File: src/rtl/bullet_pkg.sv
// Shared types and screen constants for the player bullet logic.
package bullet_pkg;

    typedef enum logic [1:0] {
        IDLE = 2'd0,
        FLY  = 2'd1,
        COOL = 2'd2
    } bullet_state_t;

    localparam int SCREEN_W = 640;
    localparam int SCREEN_H = 480;

    typedef logic [9:0] coord_t;

endpackage

File: src/rtl/tick_gen.sv
// Restartable clock-enable divider: one-cycle tick every TICK_DIV cycles.
// Restart zeroes the count so the next tick is TICK_DIV cycles away.
module tick_gen #(
    parameter int TICK_DIV = 250000
) (
    input  logic clk,
    input  logic rst,
    input  logic restart,
    output logic tick
);

    localparam int CNT_W = (TICK_DIV > 1) ? $clog2(TICK_DIV) : 1;

    logic [CNT_W-1:0] cnt;

    assign tick = (cnt == CNT_W'(TICK_DIV - 1));

    // Divider count, cleared on restart and on every tick.
    always_ff @(posedge clk or negedge rst) begin
        if (!rst) begin
            cnt <= '0;
        end else if (restart || tick) begin
            cnt <= '0;
        end else begin
            cnt <= cnt + 1'b1;
        end
    end

endmodule

File: src/rtl/player_bullet_ctrl.sv
// Player bullet controller: launches one bullet from the plane muzzle,
// moves it upward on a divided tick, retires it on top exit or hit, then
// holds off new launches for a cooldown period.
// Build option: define PLAYER_BULLET_AUTO_FIRE_EN to fire on the held
// (synchronized) button level instead of its rising edge.
module player_bullet_ctrl
    import bullet_pkg::*;
#(
    parameter int TICK_DIV = 250000,
    parameter int STEP     = 4,
    parameter int X_OFF    = 20,
    parameter int COOLDOWN = 2000000
) (
    input  logic       clk,
    input  logic       rst,
    input  logic       fire,
    input  logic [9:0] pp_x,
    input  logic [9:0] pp_y,
    input  logic       bullet_alive,
    output logic [9:0] b_x,
    output logic [9:0] b_y,
    output logic       mybullet_en
);

    localparam int COOL_W = $clog2(COOLDOWN + 1);

    // Muzzle x clamped to the right screen edge.
    function automatic coord_t sat_x(input logic [9:0] px);
        logic [10:0] sum;
        sum = {1'b0, px} + 11'(X_OFF);
        if (sum > 11'(SCREEN_W - 1)) begin
            return coord_t'(SCREEN_W - 1);
        end
        return sum[9:0];
    endfunction

    bullet_state_t     state, next_state;
    logic              fire_p1, fire_p2;
    logic              fire_req;
    logic              alive_p1;
    logic              hit;
    logic              tick;
    logic              launch, retire, move;
    logic [COOL_W-1:0] cool_cnt;
    coord_t            x_q, y_q;

    // Two-flop synchronizer for the asynchronous fire button.
    always_ff @(posedge clk or negedge rst) begin
        if (!rst) begin
            fire_p1 <= 1'b0;
            fire_p2 <= 1'b0;
        end else begin
            fire_p1 <= fire;
            fire_p2 <= fire_p1;
        end
    end

`ifdef PLAYER_BULLET_AUTO_FIRE_EN
    assign fire_req = fire_p2;
`else
    logic fire_p3;
    logic vld_p1, vld_p2;
    logic armed;

    // Edge detector; armed only once the synchronized button is seen low
    // after reset, so a press held through reset does not launch.
    always_ff @(posedge clk or negedge rst) begin
        if (!rst) begin
            fire_p3 <= 1'b0;
            vld_p1  <= 1'b0;
            vld_p2  <= 1'b0;
            armed   <= 1'b0;
        end else begin
            fire_p3 <= fire_p2;
            vld_p1  <= 1'b1;
            vld_p2  <= vld_p1;
            armed   <= armed | (vld_p2 & ~fire_p2);
        end
    end

    assign fire_req = fire_p2 & ~fire_p3 & armed;
`endif

    // Previous bullet_alive sample for falling-edge hit detection.
    always_ff @(posedge clk or negedge rst) begin
        if (!rst) begin
            alive_p1 <= 1'b0;
        end else begin
            alive_p1 <= bullet_alive;
        end
    end

    assign hit = alive_p1 & ~bullet_alive;

    tick_gen #(
        .TICK_DIV (TICK_DIV)
    ) u_tick_gen (
        .clk     (clk),
        .rst     (rst),
        .restart (launch),
        .tick    (tick)
    );

    // FSM state register.
    always_ff @(posedge clk or negedge rst) begin
        if (!rst) begin
            state <= IDLE;
        end else begin
            state <= next_state;
        end
    end

    // Next-state and datapath strobes; hit takes priority over a tick.
    always_comb begin
        next_state = state;
        launch     = 1'b0;
        retire     = 1'b0;
        move       = 1'b0;
        case (state)
            IDLE: begin
                if (fire_req) begin
                    launch     = 1'b1;
                    next_state = FLY;
                end
            end
            FLY: begin
                if (hit) begin
                    retire     = 1'b1;
                    next_state = COOL;
                end else if (tick) begin
                    if (y_q < coord_t'(STEP)) begin
                        retire     = 1'b1;
                        next_state = COOL;
                    end else begin
                        move = 1'b1;
                    end
                end
            end
            COOL: begin
                if (cool_cnt == '0) begin
                    next_state = IDLE;
                end
            end
            default: next_state = IDLE;
        endcase
    end

    // Bullet position: latched at launch, stepped upward, held otherwise.
    always_ff @(posedge clk or negedge rst) begin
        if (!rst) begin
            x_q <= '0;
            y_q <= '0;
        end else if (launch) begin
            x_q <= sat_x(pp_x);
            y_q <= pp_y;
        end else if (move) begin
            y_q <= y_q - coord_t'(STEP);
        end
    end

    // Cooldown counter, loaded at retire and run down while cooling.
    always_ff @(posedge clk or negedge rst) begin
        if (!rst) begin
            cool_cnt <= '0;
        end else if (retire) begin
            cool_cnt <= COOL_W'(COOLDOWN - 1);
        end else if (state == COOL && cool_cnt != '0) begin
            cool_cnt <= cool_cnt - 1'b1;
        end
    end

    assign b_x         = x_q;
    assign b_y         = y_q;
    assign mybullet_en = (state == FLY);

endmodule

File: config.mk
export PLATFORM = sky130hd
export DESIGN_NAME = player_bullet_ctrl
export DESIGN_NICKNAME = d
export VERILOG_FILES = /design/src/rtl/bullet_pkg.sv /design/src/rtl/tick_gen.sv /design/src/rtl/player_bullet_ctrl.sv
export SDC_FILE = /design/constraint.sdc
export NUM_CORES = 1
export LEC_CHECK = 0
export ABC_CLOCK_PERIOD_IN_PS = 3000
export CAP_MARGIN = 20
export CELL_PAD_IN_SITES_DETAIL_PLACEMENT = 1
export CELL_PAD_IN_SITES_GLOBAL_PLACEMENT = 1
export CORE_ASPECT_RATIO = 0.8
export CORE_MARGIN = 2
export CORE_UTILIZATION = 30
export CTS_CLUSTER_SIZE = 10
export DETAILED_ROUTE_END_ITERATION = 8
export PLACE_DENSITY_LB_ADDON = 0.3
export SYNTH_ARGS = -nofsm -noshare
export SYNTH_HDL_FRONTEND = slang
export SYNTH_SLANG_ARGS = --single-unit
File: constraint.sdc
create_clock -name clk -period 3 [get_ports clk]
set_input_delay 0.9 -clock clk [delete_from_list [all_inputs] [get_ports clk]]
set_output_delay 0.9 -clock clk [all_outputs]
set_load 0.01 [all_outputs]
# [Word-level counts from Yosys, hierarchy flattened]
# Cells that the tools add are included.
[totals] register_bits=68 in_bits=24 output_inout_bits=21 wordCells=66
[op_classes] add_sub_neg=4 order_cmp=2 eq_ne=7 muxes=25 bitwise=8 reduce_logical=8
[op_table] op="$mux W21" count=2
[op_table] op="$mux W10" count=4
[op_table] op="$logic_not A21 Y1" count=1
[op_table] op="$reduce_bool A21 Y1" count=1
[op_table] op="$sub A21 B1 Y21 const B" count=1
[op_table] op="$add A18 B1 Y18 const B" count=1
[op_table] op="$eq A18 B18 Y1 const B" count=1
[op_table] op="$mux W18" count=1
[op_table] op="$mux W1" count=12
[op_table] op="$add A10 B5 Y11 const B" count=1
[op_table] op="$gt A11 B10 Y1 const B" count=1
[op_table] op="$lt A10 B3 Y1 const B" count=1
[op_table] op="$mux W2" count=5
[op_table] op="$sub A10 B3 Y10 const B" count=1
[op_table] op="$ne A3 B1 Y1 const B" count=2
[op_table] op="$pmux W2 S3" count=1
[op_table] op="$and A1 B1 Y1" count=4
[op_table] op="$ne A2 B2 Y1 const B" count=2
[op_table] op="$reduce_and A4 Y1" count=1
[op_table] op="$reduce_bool A2 Y1" count=2
[op_table] op="$not A1 Y1" count=3
[op_table] op="$eq A2 B1 Y1 const B" count=1
[op_table] op="$eq A2 B2 Y1 const B" count=1
[op_table] op="$logic_not A2 Y1" count=1
[op_table] op="other kinds (3)" count=3

# [Depth between registers and ports, before layout]
# Gate-level depths: netlist of run 1.
[logic_depth] ltp_word=7 ltp_mapped=8 ltp_nobuf=7

# [Modules after synthesis]
# Synthesis of run 1 repeated with hierarchy kept, for this count alone.
[hier_totals] hier_cells=351 hier_area_um2=3534.6
[modules_own_cells] mod="player_bullet_ctrl" instances=1 cells_each=255 area_each_um2=2608.8 seq_area_each_um2=1251.2
[modules_own_cells] mod="tick_gen" instances=1 cells_each=96 area_each_um2=925.9 seq_area_each_um2=450.4

# [Least setup slack after synthesis of run 1]
# Ideal clock, no wire load.
[synth_path] path_kind="register -> register" start="register cool_cnt[13]" end="register cool_cnt[1]" setup_ns=0.124 arrival_ns=2.021 required_time_ns=2.876 slack_ns=0.855 stages_incl_launch_ff=7 path_buffers=1 period_less_slack_ns=2.145 cell_sequence="dfrtp_1 or4_1 buf_2 or4b_4 o21ai_4 mux2i_1 or2_1"
[synth_between] elab_chain_cells=3
[synth_rtl] item="start: declaration" line="player_bullet_ctrl.sv:44" rtl="logic [COOL_W-1:0] cool_cnt;"
[synth_rtl] item="start signal: assignment" line="player_bullet_ctrl.sv:166" rtl="cool_cnt <= COOL_W'(COOLDOWN - 1);"
[synth_rtl] item="start signal: assignment" line="player_bullet_ctrl.sv:168" rtl="cool_cnt <= cool_cnt - 1'b1;"
[synth_rtl] item="$reduce_bool A21 Y1" line="player_bullet_ctrl.sv:167" rtl="end else if (state == COOL && cool_cnt != '0) begin"
[synth_rtl] item="$logic_and A1 B1 Y1" line="player_bullet_ctrl.sv:167"
[synth_rtl] item="$reduce_bool A2 Y1 (no line)"
# Every way passes these cells.
# A chain may end at the register's enable or synchronous reset.

# [Worst setup path in the final report of run 1]
[layout_path] start="register state[0]" end="register cool_cnt[17]"
[layout_between] elab_chain_cells=3 elab_cells_between_ends=6 cone_classes="eq/ne (2); mux (2); reduce/logical (2)"
[layout_rtl] item="start: declaration" line="player_bullet_ctrl.sv:37" rtl="bullet_state_t state, next_state;"
[layout_rtl] item="start signal: assignment" line="player_bullet_ctrl.sv:109" rtl="state <= next_state;"
[layout_rtl] item="$eq A2 B1 Y1 / $eq A2 B2 Y1 (equally long branches)" line="player_bullet_ctrl.sv:119, player_bullet_ctrl.sv:167"
[layout_rtl] item="$mux W1 / $logic_and A1 B1 Y1 (equally long branches)" line="player_bullet_ctrl.sv:119, player_bullet_ctrl.sv:167"
[layout_rtl] item="$mux W21 / $reduce_bool A2 Y1 (equally long branches)"
# Parallel ways exist; a longest one is shown, timed or not.

==> metrics.md, run 1 <==
| Metric | Value |
|---|---|
| Outcome | `finished, final reports clean` |
| CP Buf/Inv Count | `0` |
| Tmin final | `2.51 ns` |
| Delay of the slowest critical-path stage | `0.69 ns` |
| Die Area | `0.0123 sq mm` |
| Cell taking the most area after synthesis | `dfrtp_1` |
| TritonRoute pass-1 iters | `4` |
| Max Clk Rate | `0.399 GHz` |
| Port Buffer Count | `44` |
| WL/cell | `15.6 microns` |
| Slew headroom | `0.565` |
| PostCTS Resize Cnt | `0` |
| Fin worst setup slack | `0.494 ns` |
| First-pass GRT wire length | `14900 microns` |
| Initial DRC count | `137` |
| # fillers | `1268` |
| Remaining global-route overflow | `0` |
| Cell with the most instances after synthesis | `dfrtp_1` |
| Final WL | `8620 microns` |
| Sequential-to-total area share from yosys stat | `0.498` |
| CP endpoint kind | `register` |
| Worst skew pair latency | `0.33 ns` |
| Io pins | `45` |
| PD cells | `785 mW/mm^2` |
| Initial Util | `0.311` |
| Clock buffer depth | `2` |
| Post-CTS setup buffers | `0` |
| Synth Register Bits | `68` |
| H-tree Lvls | `3` |
| Antenna violations before repair | `0` |
| Syn Area/Cell | `9.68 sq um` |
| Number of global-route vias before repair | `2973` |
| Period Utilization, post-route | `0.835` |
| DRC viols | `0` |
| Placer Congestion | `0.818` |
| Hold Startpoint | `fire_p1` |
| Pre-CTS setup slack | `0.231 ns` |
| Share of cells above drive strength 1 | `0.0660` |
| Crit Path Category | `reg2reg` |
| Hold Vio Cnt, Final | `0` |
| Skew final | `0.00565 ns` |
| Die height | `99.5 microns` |
| Slew Viols, Final | `0` |
| Critical R2R Launch | `state[0]` |
| CTS tree | `built` |
| Util after Layout | `0.395` |
| CP startpoint | `state[0]` |
| Synth area leaders | `dfrtp_1, nor2_1, xor2_1, xnor2_1, nand2_1` |
| Die W | `123 microns` |
| Final ANT Viol Nets | `0` |
| Synth unique cells | `51` |
| FP Rows | `34` |
| Post-synth EDFFs | `0` |
| CP required | `3.19 ns` |
| Largest net degree at the start of global routing | `50` |
| Syn_nets | `383` |
| CTS Hold Bufs | `0` |
| Routed vias/inst | `5.12` |
| Routed vias | `2829` |
| CP max FO | `7` |
| Max Cap Violations | `0` |
| Leakage Power | `0.00176 uW` |
| Post-synth top area share | `0.498` |
| Total Power | `3410 uW` |
| Hold Path Class | `reg2reg` |
| Core Area | `0.0110 sq mm` |
| CTS sink cnt | `68` |
| Clock tree root driver cell | `clkbuf_16` |
| VDD IR-drop max | `0.000368 V` |
| # diodes | `0` |
| Final std cell area, no fill | `0.00434 sq mm` |
| Synth Flop Type | `dfrtp_1` |
| GRT Total Usage | `0.157` |
| Top cells by count, synth | `dfrtp_1, nor2_1, nand2_1` |
| Critical path startpoint category | `register` |
| Number of CTS-inserted buffers | `9` |
| Endpoints failing setup | `0` |
| RSZ-0062 raised after global routing | `no` |
| TNS Setup | `0 ns` |
| Final Net Count | `436` |
| Area after DPL | `0.00406 sq mm` |
| Worst-Margin Slew | `0.643 ns` |
| Slowest stage cell, crit path | `or4_1` |
| Cells after Synth | `353` |
| Worst Path Arrival | `2.69 ns` |
| Area Growth Syn to Fin | `27.0%` |
| Fraction of registers with async set or reset after synthesis | `1.00` |
| CP cell instances | `nor4b_1 -> nand2_1 -> or4_1 -> o41ai_1 -> o211ai_1` |
| Yosys warns | `0` |
| Hpwl dp | `6160 microns` |
| Clock-pin slew on the worst setup and hold paths | `0.05 ns` |
| Crit-path leading delay family | `simple AND/OR/NAND/NOR gates` |
| Syn Std Cell Area | `0.00342 sq mm` |
-- stage by stage --
step,hold slack [ns],instances
floorplan,0.331,353
global placement,0.338,539
detailed placement,0.336,539
CTS,0.348,553
global route,0.365,553
finish,0.345,553
-- registers in the layout, indices dropped and copies added (netlist names) --
signal          count
b_y                10
fire_p2             1
alive_p1            1
u_tick_gen.cnt     18
cool_cnt           21
vld_p1              1
b_x                10
state               2
armed               1
fire_p1             1
vld_p2              1
fire_p3             1
-- worst register-to-register path, cell delays in order (launching register included) --
cell,delay [ns]
dfrtp_1,0.42
nor4b_1,0.61
nand2_1,0.15
or4_1,0.69
o41ai_1,0.35
o211ai_1,0.15
-- layout make-up --
class | instances | area, sq um | share of cell area
repair buffers | 52 | 508 | 0.117
multi-input cells | 264 | 1630 | 0.376
clock inverters | 2 | 10.0 | 0.00231
well taps | 144 | 180 | 0.0415
flip-flops and latches | 68 | 1700 | 0.392
inverters | 11 | 41.3 | 0.00951
clock buffers | 12 | 267 | 0.0614
-- power by group --
| part | internal, uW | leakage, uW | switching [uW] |
|---|---|---|---|
| Sequential | 1160 | 0.000802 | 231 |
| Clock | 614 | 0.000140 | 371 |
| Combinational | 521 | 0.000817 | 515 |
| Total | 2290 | 0.00176 | 1120 |
-- path summary, 6_finish.rpt --
| kind | to | slack, ns | cells after the start |
|---|---|---|---|
| max | cool_cnt[17] | 0.49 | 5 |
| max in group asynchronous | b_y[8] | 1.84 | 2 |
| min in group asynchronous | cool_cnt[19] | 0.53 | 1 |
| min | fire_p2 | 0.35 | 0 |
| max reg2reg | cool_cnt[17] | 0.49 | 5 |
| min reg2reg | fire_p2 | 0.35 | 0 |
-- cell usage in the layout, fill, tap and decap left out, types with 3 or more instances in the layout --
cell              n
nor2b_1           5
nor4_1            6
xnor2_1          15
nand2b_1          7
a21oi_1          11
or4_1            14
inv_1            11
nand4b_1          3
nand3_1           8
nand2_1          33
a31oi_1           5
nor2_1           45
o21ai_0          12
nor4b_1           3
and3_1            7
ha_1              6
clkbuf_8          3
dfrtp_1          68
mux2i_1           3
clkbuf_16         9
clkdlybuf4s50_1  43
nor3_1           11
or3_1             9
o31ai_1           5
o22ai_1           3
xor2_1           16
buf_4             7
nand4_1           6
-- per-layer routing --
| layer | global-route usage | vias up | part of all wire |
|---|---|---|---|
| li1 | - | 1360 | - |
| met1 | 0.211 | 1416 | 0.49 |
| met2 | 0.239 | 49 | 0.46 |
| met3 | 0.0550 | 4 | 0.048 |
| met4 | 0.0446 | 0 | 0.0083 |
| met5 | 0 | - | 0 |
-- cells by family after synthesis --
group / Yosys count / synth area share
AOI/OAI and AO/OA: 54 / 0.104
xor gates and xnor gates: 31 / 0.0795
adders and majority gates: 6 / 0.0220
buffers and inverters: 21 / 0.0242
DFF: 68 / 0.498
muxes: 3 / 0.00879
other: 1 / 0.00110
and+or+nand+nor: 169 / 0.262
Note: power is estimated with default switching activity, not from simulation.
==> inputs of run 2 (changes only) <==
Settings changed: ABC_CLOCK_PERIOD_IN_PS 3000 to 2300.
Clock period 3 ns to 2.3 ns, I/O delays scaled along.
==> run 2 against run 1 <==
  * Worst setup slack got worse by 0.44 ns
  * Core utilization grew 3.7 points
  * Wire length rose by 6.9%
  * Global-route usage grew 1.1 points
  * Cell area up 9.4%
  * Maximum frequency grew 12%
  * Critical path type unchanged
==> metrics.md, run 2 (same netlist as run 1, synthesis figures left out) <==
| Metric | Value |
|---|---|
| CTS tree | `built` |
| WHS | `0.346 ns` |
| Util after Layout | `0.433` |
| Gate power share | `0.342` |
| Placer Congestion | `0.855` |
| CTS Hold Bufs | `0` |
| Largest net degree at the start of global routing | `23` |
| Die Area | `0.0123 sq mm` |
| Worst skew pair latency | `0.33 ns` |
| Worst Path Arrival | `2.46 ns` |
| Remaining global-route overflow | `0` |
| Largest Register | `cool_cnt` |
| Critical path startpoint category | `register` |
| Skew final | `0.00933 ns` |
| Psw | `1550 uW` |
| Port Buffer Count | `44` |
| Hold Path Class | `reg2reg` |
| Max Clk Rate | `0.445 GHz` |
| Total Power | `4770 uW` |
| First-pass GRT wire length | `16000 microns` |
| Max Cap Violations | `0` |
| Tmin final | `2.24 ns` |
| CP endpoint kind | `register` |
| Period Utilization, post-route | `0.976` |
| Hold Vio Cnt, Final | `0` |
| # fillers | `1278` |
| Clock network power share | `0.290` |
| Slew Viols, Final | `0` |
| FP Rows | `34` |
| Final ANT Viol Nets | `0` |
| Sw Ratio | `0.326` |
| Io pins | `45` |
| Share of cells above drive strength 1 | `0.174` |
| DRC viols | `0` |
| Outcome | `finished, final reports clean` |
| Most common cell after layout, fill and taps aside | `dfrtp_1` |
| Sequential fraction of design power | `0.368` |
| Endpoints failing setup | `0` |
| Clock buffer depth | `2` |
| PD cells | `1000 mW/mm^2` |
| Number of CTS-inserted buffers | `9` |
| Initial DRC count | `109` |
| Largest regs | `cool_cnt: 21 flops, u_tick_gen.cnt: 18 flops` |
| Routed vias/inst | `5.00` |
| CP max FO | `7` |
| Initial Util | `0.311` |
| Clock tree root driver cell | `clkbuf_16` |
| RSZ-0062 raised after global routing | `yes` |
| Slew headroom | `0.595` |
| Clock-pin slew on the worst setup and hold paths | `0.06 ns` |
| H-tree Lvls | `3` |
| Area Growth Syn to Fin | `38.9%` |
| Core Area | `0.0110 sq mm` |
| Routed vias | `2992` |
| TNS Setup | `0 ns` |
| Post-CTS setup buffers | `0` |
| VDD IR-drop max | `0.000454 V` |
| Final Net Count | `479` |
| CTS sink cnt | `68` |
| TritonRoute pass-1 iters | `4` |
| Max reg flops | `21` |
| Crit Path Category | `reg2reg` |
| Worst-Margin Slew | `0.607 ns` |
| Number of global-route vias before repair | `3237` |
| CP required | `2.52 ns` |
| # diodes | `0` |
| Leakage Power | `0.00199 uW` |
| Die W | `123 microns` |
| Antenna violations before repair | `0` |
| WL/cell | `15.4 microns` |
| GRT Total Usage | `0.168` |
| Die height | `99.5 microns` |
| Internal power | `3220 uW` |
| Final WL | `9220 microns` |
| Hpwl dp | `6950 microns` |
| Most frequent cells in the layout | `dfrtp_1, buf_4, nor2_1` |
| R2R Setup Slk | `0.06 ns` |
[run 2: cell types whose count changed in the layout (fill, tap and decap cells not counted), moves of 2 or more]
cell        change
buf_4          +41
clkbuf_8        -2
clkinvlp_4      +2
or4_1           -2
or4_4           +2
[run 2: per-layer routing]
| metal | track usage | wire length [microns] | share of wire | vias to the layer above |
|---|---|---|---|---|
| met5 | 0 | 0 | 0 | - |
| met4 | 0.0393 | 99 | 0.011 | 0 |
| met3 | 0.0493 | 450 | 0.049 | 6 |
| met2 | 0.268 | 4200 | 0.46 | 48 |
| met1 | 0.226 | 4470 | 0.48 | 1486 |
| li1 | - | - | - | 1452 |
[run 2: critical path: stages, from the launching register on]
cell and delay [ns]:
dfrtp_1 0.38, or4_4 0.55, nor3_4 0.22, nand4b_1 0.25, buf_4 0.23, buf_6 0.13, and3_4 0.17, a211o_1 0.22
[run 2: worst paths after layout]
kind                               endpoint  depth (start not counted)         startpoint
worst max register to register       b_y[3]                          7  u_tick_gen.cnt[6]
max in group asynchronous       cool_cnt[3]                          2                rst
worst min register to register      fire_p2                          0            fire_p1
worst min-delay path                fire_p2                          0            fire_p1
worst max-delay path                 b_y[3]                          7  u_tick_gen.cnt[6]
min in group asynchronous           fire_p2                          1                rst
[run 2: power groups by stage]
stage,Sequential [uW],Clock (uW),Combinational [uW]
3_5_place_dp,1760,0,1630
3_3_place_gp,1750,0,1570
5_1_grt,1810,1480,1810
2_1_floorplan,1820,0,661
4_1_cts,1750,1420,1640
6_report,1750,1390,1630
[run 2: layout make-up]
class / count / area, sq um / share of cell area
flip-flops and latches: 68 / 1700 / 0.358
clock inverters: 6 / 63.8 / 0.0134
well taps: 144 / 180 / 0.0380
inverters: 11 / 41.3 / 0.00870
repair buffers: 95 / 846 / 0.178
clock buffers: 10 / 239 / 0.0503
multi-input cells: 264 / 1680 / 0.353
[run 2: metrics by stage]
stage	setup WS, ns	std cells	area (sq um)
5_1_grt	-0.0610	598	4750
4_1_cts	0.0126	598	4710
3_5_place_dp	-0.198	582	4400
3_3_place_gp	-0.143	582	4400
2_1_floorplan	0.155	353	3420
6_report	0.0553	598	4750
[run 2: what timing repair did]
| action | CTS | global route |
|---|---|---|
| endpoints found under the setup margin | 6 | 10 |
| gates resized for setup | 2 | 9 |
| pin swaps | 0 | 6 |
| endpoints found under the hold margin | 0 | 0 |
==> RTL change (config.mk and constraints of run 2) <==
Reset style: synchronous (`rst`), changed in 7 clocked blocks. Comments in the files are not updated.
--- a/src/rtl/tick_gen.sv
+++ b/src/rtl/tick_gen.sv
@@ -18,3 +18,3 @@
     // Divider count, cleared on restart and on every tick.
-    always_ff @(posedge clk or negedge rst) begin
+    always_ff @(posedge clk) begin
         if (!rst) begin
--- a/src/rtl/player_bullet_ctrl.sv
+++ b/src/rtl/player_bullet_ctrl.sv
@@ -47,3 +47,3 @@
     // Two-flop synchronizer for the asynchronous fire button.
-    always_ff @(posedge clk or negedge rst) begin
+    always_ff @(posedge clk) begin
         if (!rst) begin
@@ -66,3 +66,3 @@
     // after reset, so a press held through reset does not launch.
-    always_ff @(posedge clk or negedge rst) begin
+    always_ff @(posedge clk) begin
         if (!rst) begin
@@ -84,3 +84,3 @@
     // Previous bullet_alive sample for falling-edge hit detection.
-    always_ff @(posedge clk or negedge rst) begin
+    always_ff @(posedge clk) begin
         if (!rst) begin
@@ -104,3 +104,3 @@
     // FSM state register.
-    always_ff @(posedge clk or negedge rst) begin
+    always_ff @(posedge clk) begin
         if (!rst) begin
@@ -148,3 +148,3 @@
     // Bullet position: latched at launch, stepped upward, held otherwise.
-    always_ff @(posedge clk or negedge rst) begin
+    always_ff @(posedge clk) begin
         if (!rst) begin
@@ -161,3 +161,3 @@
     // Cooldown counter, loaded at retire and run down while cooling.
-    always_ff @(posedge clk or negedge rst) begin
+    always_ff @(posedge clk) begin
         if (!rst) begin
Formal check against the unedited RTL: differs if rst is asserted again (counterexample within 10 cycles, from zero or initial values and one cycle with rst low); with rst held inactive, the same outputs for 10 cycles.
==> RTL change against run 2 <==
- the flow now finishes with violations (setup timing)
- core utilization fell by 0.26 points
- worst setup slack got worse by 170 ps
- wire length fell by 4.9%
- critical path depth fell by 2
- final area fell by 6.5%
- sequential cell count did not move
- die area fell by 5.8%
- area after synthesis fell by 6.0%
- hold slack improved by 91 ps
- highest routed layer unchanged
Power is not compared: it rests on default switching activity, and its combinational part moved more than twofold at a synthesized area within 25%.
==> RTL change: results (changes against run 2) <==
Yosys
  • Syn Inst Count: 369 (+4.5%)
  • Multiplexer share of the synthesized area: 1.25% (+0.37 points)
  • Xor/xnor share of the synthesized area: 9.55% (+1.6 points)
  • Area share of fa/ha/maj cells after synthesis: 2.34% (+0.14 points)
  • List of most frequent post-synthesis cells: dfxtp_1 (68), nor2_1 (37), a21oi_1 (23)
  • Count of cell types in the netlist: 48 (-5.9%)

Layout
  • Final nets: 483 (+0.84%)

Setup path
  • Reg2reg start: u_tick_gen.cnt[13]
  • CP endpoint: b_y[8]
  • Worst-path maximum fanout: 8 (+1)
  • Register-to-Register Path Depth: 5 (-2)
  • Worst EP arrival: 2670 ps (+210 ps)

Place
  • Placed Instances: 577 (-0.86%)
  • Gpl congestion: 0.746 (-13%)
  • Placement Setup Slack: -430 ps (-232 ps)
  • Detailed placement HPWL: 6350 microns (-8.7%)

Worst hold path
  • Hold depth: 1 (+1)
  • HP Start: vld_p1

Outcome
  • Failing checks: setup timing
  • Outcome: complete, but fails checks

Global routing
  • Met3 Resource Use GR: 4.69% (-0.24 points)
  • Pin count of the biggest net entering global routing: 21 (-8.7%)
  • GRT Total Usage: 16.2% (-0.66 points)
  • Vias in the first global route: 3095 (-4.4%)

STA
  • Count of final setup violators: 6 (+6)
  • Setup_tns: -569 ps (-569 ps)
  • Final WS setup: -120 ps (-175 ps)
  • Final setup skew: 6.34 ps (-2.99 ps)

Drt
  • Met1 WL: 4430 microns (-0.90%)
  • Final wirelength: 8770 microns (-4.9%)
[RTL change: cell count changes in the layout (fill, tap and decap cells not counted), moves of 7 or more]
cell / delta
a21oi_1: +11
o21ai_0: +9
nand2_1: -17
or4_1: -7
dfrtp_1: -68
nor2_1: -7
dfxtp_1: +66
nand4_1: +8
[RTL change: final cells by class]
| class | instances | area (sq um) |
|---|---|---|
| Multi-Input combinational cell | 274 | 1790 |
| Clock inverter | 2 | 35.0 |
| Tap cell | 140 | 175 |
| Timing Repair Buffer | 87 | 771 |
| Sequential cell | 68 | 1360 |
| Clock buffer | 13 | 250 |
| Inverter | 13 | 48.8 |
| Fill cell | 1237 | 5880 |
[RTL change: metrics by stage]
step                hold slack [ps]  total power, mW
global route                    453             2.84
CTS                             438             2.75
finish                          436             2.72
floorplan                       412             1.31
detailed placement              426             1.41
global placement                414             1.41
[RTL change: timing repair]
item | in CTS | in global routing
setup buffers | 4 | 1
setup endpoints to repair | 13 | 25
pin swaps | 5 | 8
resized for setup | 3 | 13
hold buffers | 0 | 0
